### src/rtl/registro_universal_param.sv
`default_nettype none
// ============================================================================
// Module      : registro_universal_param
// Description : Parametrised universal shift register.
//               Supports serial shift, rotate, parallel load and hold in both
//               directions. It also has a registered serial output and a
//               shift counter that pulses listo when a frame of ANCHO shifts
//               completes.
// Revision    : 1.0 - initial release
// ============================================================================
module registro_universal_param #(
    parameter  int ANCHO = 8,
    localparam int CW    = $clog2(ANCHO)
) (
    input  logic             clk,
    input  logic             rst,
    input  logic             enb,
    input  logic             dir,
    input  logic             s_in,
    input  logic [1:0]       modo,
    input  logic [ANCHO-1:0] d,
    output logic [ANCHO-1:0] q,
    output logic             s_out,
    output logic [CW-1:0]    cuenta,
    output logic             listo
);

    localparam logic [1:0]    c_MODO_SERIE = 2'b00;
    localparam logic [1:0]    c_MODO_CARGA = 2'b10;
    localparam logic [CW-1:0] c_ULTIMO     = CW'(ANCHO - 1);

    logic [ANCHO-1:0] datos_q,  datos_d;
    logic             s_out_q,  s_out_d;
    logic [CW-1:0]    cuenta_q, cuenta_d;
    logic             listo_q,  listo_d;

    logic             w_bit_sale;
    logic             w_bit_entra;
    logic             w_desplaza;

    // Bit leaving the register and bit entering it for the current direction.
    // A rotate feeds the outgoing bit back in, so s_in is never consulted.
    always_comb begin
        w_bit_sale  = dir ? datos_q[0] : datos_q[ANCHO-1];
        w_bit_entra = (modo == c_MODO_SERIE) ? s_in : w_bit_sale;
        w_desplaza  = ~modo[1];
    end

    // Next state: shift/rotate, load or hold. listo is a single-cycle pulse.
    always_comb begin
        datos_d  = datos_q;
        s_out_d  = s_out_q;
        cuenta_d = cuenta_q;
        listo_d  = 1'b0;
        if (enb) begin
            if (w_desplaza) begin
                datos_d = dir ? {w_bit_entra, datos_q[ANCHO-1:1]}
                              : {datos_q[ANCHO-2:0], w_bit_entra};
                s_out_d = w_bit_sale;
                // The counter wraps at ANCHO-1 even if ANCHO is not a power of two.
                if (cuenta_q == c_ULTIMO) begin
                    cuenta_d = '0;
                    listo_d  = 1'b1;
                end else begin
                    cuenta_d = cuenta_q + CW'(1);
                end
            end else if (modo == c_MODO_CARGA) begin
                // A load starts a new frame.
                datos_d  = d;
                cuenta_d = '0;
            end
        end
    end

    // State registers with synchronous reset. Reset aborts any frame in progress.
    always_ff @(posedge clk) begin
        if (rst) begin
            datos_q  <= '0;
            s_out_q  <= 1'b0;
            cuenta_q <= '0;
            listo_q  <= 1'b0;
        end else begin
            datos_q  <= datos_d;
            s_out_q  <= s_out_d;
            cuenta_q <= cuenta_d;
            listo_q  <= listo_d;
        end
    end

    assign q      = datos_q;
    assign s_out  = s_out_q;
    assign cuenta = cuenta_q;
    assign listo  = listo_q;

endmodule
`default_nettype wire

### config.mk
export PLATFORM = sky130hd
export DESIGN_NAME = registro_universal_param
export DESIGN_NICKNAME = d
export VERILOG_FILES = /design/src/rtl/registro_universal_param.sv
export SDC_FILE = /design/constraint.sdc
export NUM_CORES = 1
export LEC_CHECK = 0
export BUFFER_PORTS_ARGS = -buffer_cell sky130_fd_sc_hd__buf_2
export CAP_MARGIN = 20
export CORE_MARGIN = 8
export CORE_UTILIZATION = 50
export DETAILED_ROUTE_END_ITERATION = 6
export PLACE_DENSITY = 0.88
export SLEW_MARGIN = 20
export SYNTH_ARGS = -nofsm -noshare
export SYNTH_HDL_FRONTEND = slang
export SYNTH_SLANG_ARGS = --single-unit
### constraint.sdc
create_clock -name clk -period 2.7 [get_ports clk]
set_clock_uncertainty 0.05 [all_clocks]
set_input_delay 0.135 -clock clk [delete_from_list [all_inputs] [get_ports clk]]
set_output_delay 0.135 -clock clk [all_outputs]
set_load 0.05 [all_outputs]
==> results <==
- The run finished with clean final reports.
- A synthesized cell averages between 9 and 10 sq um.
- TritonCTS built the clock tree.
- The routability congestion estimate is around 0.83.
- The static power due to leakage is 0.0004172 uW.
- The final critical path takes up 43.98% of the cycle.
- The number of global-route vias before repair is 594.
- The share of synthesized area in the top cell type comes to 34.49%.
- The clock latency at the later pin of the worst-skew pair is 280 ps.
- The final number of hold-violating endpoints was 0.
- STA classifies the critical path startpoint as a register.
- In this run the standard cell core region covers around 0.0015 sq mm.
- Internal power comes to ~300 uW.
- In this run the core area contains 14 standard-cell rows.
- The fraction of layout cells with a size suffix above 1 is about 30%.
- Detailed placement finished with a half-perimeter wire length of 1247 microns.
- Ranked by total cell area, the synthesized netlist is headed by dfxtp_1 (34%), nor2b_1 (7.5%), a211oi_1 (7.0%).
- The final net count is 122.
- The total count of max-transition violations in the final report is 0.
- The largest voltage drop on the vdd net is 0.0003616 V.
- The post-synthesis net count is 97.
- The summed instance area of the synthesized netlist is 754.5 sq um.
- Using the TritonRoute via totals, the vias-per-cell ratio works out to 5.767.
- The number of resized instances in the post-cts repair step is 0.
- The height of the die is roughly 55 microns.
- The sequential element share of the synthesized area is 34.49%.
- The detailed-routing iteration count for the pre-antenna-repair pass is 4.
- The starting density of the core is just over 50%.
- By instance count, the cell type seen most on the critical path is ha_1.
- The share of total power in sequential cells is a little under half.
- Clock-pin slew was measured on the worst setup and hold paths at 80 ps.
- The max-capacitance violation count is 0.
- The number of clock sinks is 13.
- Synthesis instantiated 25 different standard cells from the library.
- In this run the worst path has a maximum fanout of 4.
- Global routing finished with a remaining overflow of 0.
- The kind of cell with the highest combined delay on the critical path is adder cells.
- Summing over every cut layer, the via total after detailed routing is 692.
- 0 antenna diodes ended up in the layout.
- The finished layout holds 120 standard cells, fillers aside.
- The time the worst path needs with I/O delays and setup is ~1200 ps.
- For the final routed database, the setup TNS stands at 0 ps.
- Counting along the longest clock path gives a buffer depth of 2.
- Walking the worst path, the cells encountered are ha_1 > ha_1 > a22oi_1 > nor2_1.
- The number of CTS-inserted buffers is 3.
- The number of flip-flops and latches in the synthesized netlist is 13.
- In this design, the stage delay of the slowest critical-path cell is approximately 340 ps.
- Global routing consumed, over all layers together, 11.76% of the routing resources.
- The number of top-level design ports is 28.
- The critical path contains buffers and inverters numbering 0 combined.
- The worst-case register-to-register setup slack is 1510 ps.
- The worst-path cell with the longest stage delay is dfxtp_1.
- Entering global routing, the biggest net connects 20 pins.
- The initial antenna violation count is 0.
- The number of buffers inserted by port buffering is 27.
- In this run, the combinational gates consume 24.9% of the power.
- Counting every instance in the synthesized netlist gives 80.
- The wire length of the first global-routing pass is 2628 microns.
- The setup path with the least slack is of type register to register.
- From left edge to right edge, the die measures 54.85 microns.
- The dominant cell type by area after synthesis is dfxtp_1.
- After clock tree synthesis, the setup repair step added 0 buffers.
- The initial DRC count is 19.
- In this run the clock root is driven by a clkbuf_4.
- The worst setup path is captured at a register.
- The number of failing setup endpoints in the final timing report is 0.
- In this run the worst hold path is classified as input pin to register.
- In this run the tightest slew margin relative to its limit is 57.63%.
- The post-detailed-route DRC marker count is 0.
- The Yosys step of the flow raised 0 warnings.
- The overall power consumption is 445.1 uW.
- The floorplan die area is 0.003008 sq mm.
- After detailed routing, the average wire length per cell comes to 14.08 microns.
- The share of total power consumed by net switching is between 30% and 40%.
- Buffers inserted to repair hold after CTS numbered 0.
- The slew of the pin with the lowest slew margin is 634.3 ps.
- The final layout contains routed wiring with a total length of around 1700 microns.
- The maximum level of the CTS H-tree is 1.
- The total net switching power is 148.5 uW.
- Relative to the synthesized area, the layout overhead comes to 15.59%.
- The achievable clock frequency is 842.1 MHz.
- For the worst setup path, the data arrival time is 1300 ps.
- At the worst endpoint, the required time is 2810 ps.
- The clock power share is between 20 and 30%.
- The number of antenna-violating nets in the routed design is 0.
- The total power per unit cell area is 510.4 mW/mm^2.
- After detailed placement, the design holds a cell count of approximately 120.
- Setup repair after global routing left no endpoint under its margin.
-- cell usage in the layout (no fill, tap or decap), drive strengths merged --
master and n:
mux2i 1, a22oi 2, a21bo 1, a21oi 2, inv 3, a32oi 2
a211oi 7, nand3b 7, o41ai 6, nand2b 1, o211a 2, nor2 7
dfxtp 13, a31oi 1, buf 27, and3b 1, a21boi 1, and2b 4
ha 2, nor2b 9, nor3 1, clkbuf 4
-- sequential cells by signal, indices dropped and copies added, names as in the netlist --
signal  count
s_out       1
listo       1
q           8
cuenta      3
-- cell usage after synthesis (all sizes together) --
cell type,instances
a211oi,7
a21bo,1
a21boi,1
a21oi,2
a22oi,2
a31oi,1
a32oi,2
and2b,4
and3b,1
buf,6
clkbuf,1
dfxtp,13
ha,2
inv,3
mux2i,1
nand2b,1
nand3b,7
nor2,7
nor2b,9
nor3,1
o211a,2
o41ai,6
-- through the flow --
stage               hold slack, ps  util (%)  setup WS, ps  instance area (sq um)
finish                       38.43     59.98          1513                  872.1
global route                 49.87     59.98          1442                  872.1
CTS                          40.23     59.98          1502                  872.1
detailed placement           331.6     58.18          1335                  845.8
global placement             325.8     58.18          1411                  845.8
floorplan                    241.0         -          1232                  754.5
-- worst register-to-register path: cells and delay by family (launching register included) --
kind / cells / cell delay, ps
adders and majority gates: 2 / 460
and+or+nand+nor: 1 / 50
DFF: 1 / 340
AOI/OAI and AO/OA: 1 / 160
-- worst paths after layout --
| path | startpoint | endpoint | cells after the start |
|---|---|---|---|
| worst max-delay path | cuenta[0]$_SDFFE_PP0P_ | cuenta[2]$_SDFFE_PP0P_ | 4 |
| worst min-delay path | d[7] | q[7]$_SDFFE_PP0P_ | 2 |
| worst max register to register | cuenta[0]$_SDFFE_PP0P_ | cuenta[2]$_SDFFE_PP0P_ | 4 |
| worst min register to register | s_out$_SDFFE_PP0P_ | s_out$_SDFFE_PP0P_ | 2 |
-- routing by layer --
layer	track usage [%]	share of wire, %	up-vias	wire, microns
li1	-	-	344	-
met1	13.87	42	326	706
met2	18.11	50	19	846
met3	3.261	6.4	3	108
met4	7.787	1.7	0	29
met5	0	0	-	0
-- logic make-up (layout without fill, tap and decap cells) --
logic type / count (synthesis) / after routing / synth area share (%)
adder cells (fa/ha/maj): 2 / 2 / 3.316
flip-flops: 13 / 13 / 34.49
multiplexers: 1 / 1 / 1.327
AND/OR/NAND/NOR: 30 / 30 / 24.54
buffers and inverters: 10 / 34 / 9.949
AO/OA/AOI/OAI: 24 / 24 / 26.37
-- cell type report --
| type | instances | area (sq um) |
|---|---|---|
| fill | 141 | 581.8 |
| tap | 16 | 20.02 |
| multi-input combinational | 57 | 419.2 |
| inverter | 3 | 11.26 |
| timing repair buffer | 27 | 135.1 |
| sequential | 13 | 260.3 |
| clock buffer | 4 | 26.28 |
-- power groups by stage --
stage	sequential (uW)	combinational, uW	clock, uW
2_1_floorplan	253	53.4	0
3_3_place_gp	217	109	0
3_5_place_dp	218	112	0
4_1_cts	213	112	123
5_1_grt	215	119	134
6_report	213	111	121
Power figures use the tool's default switching activity.
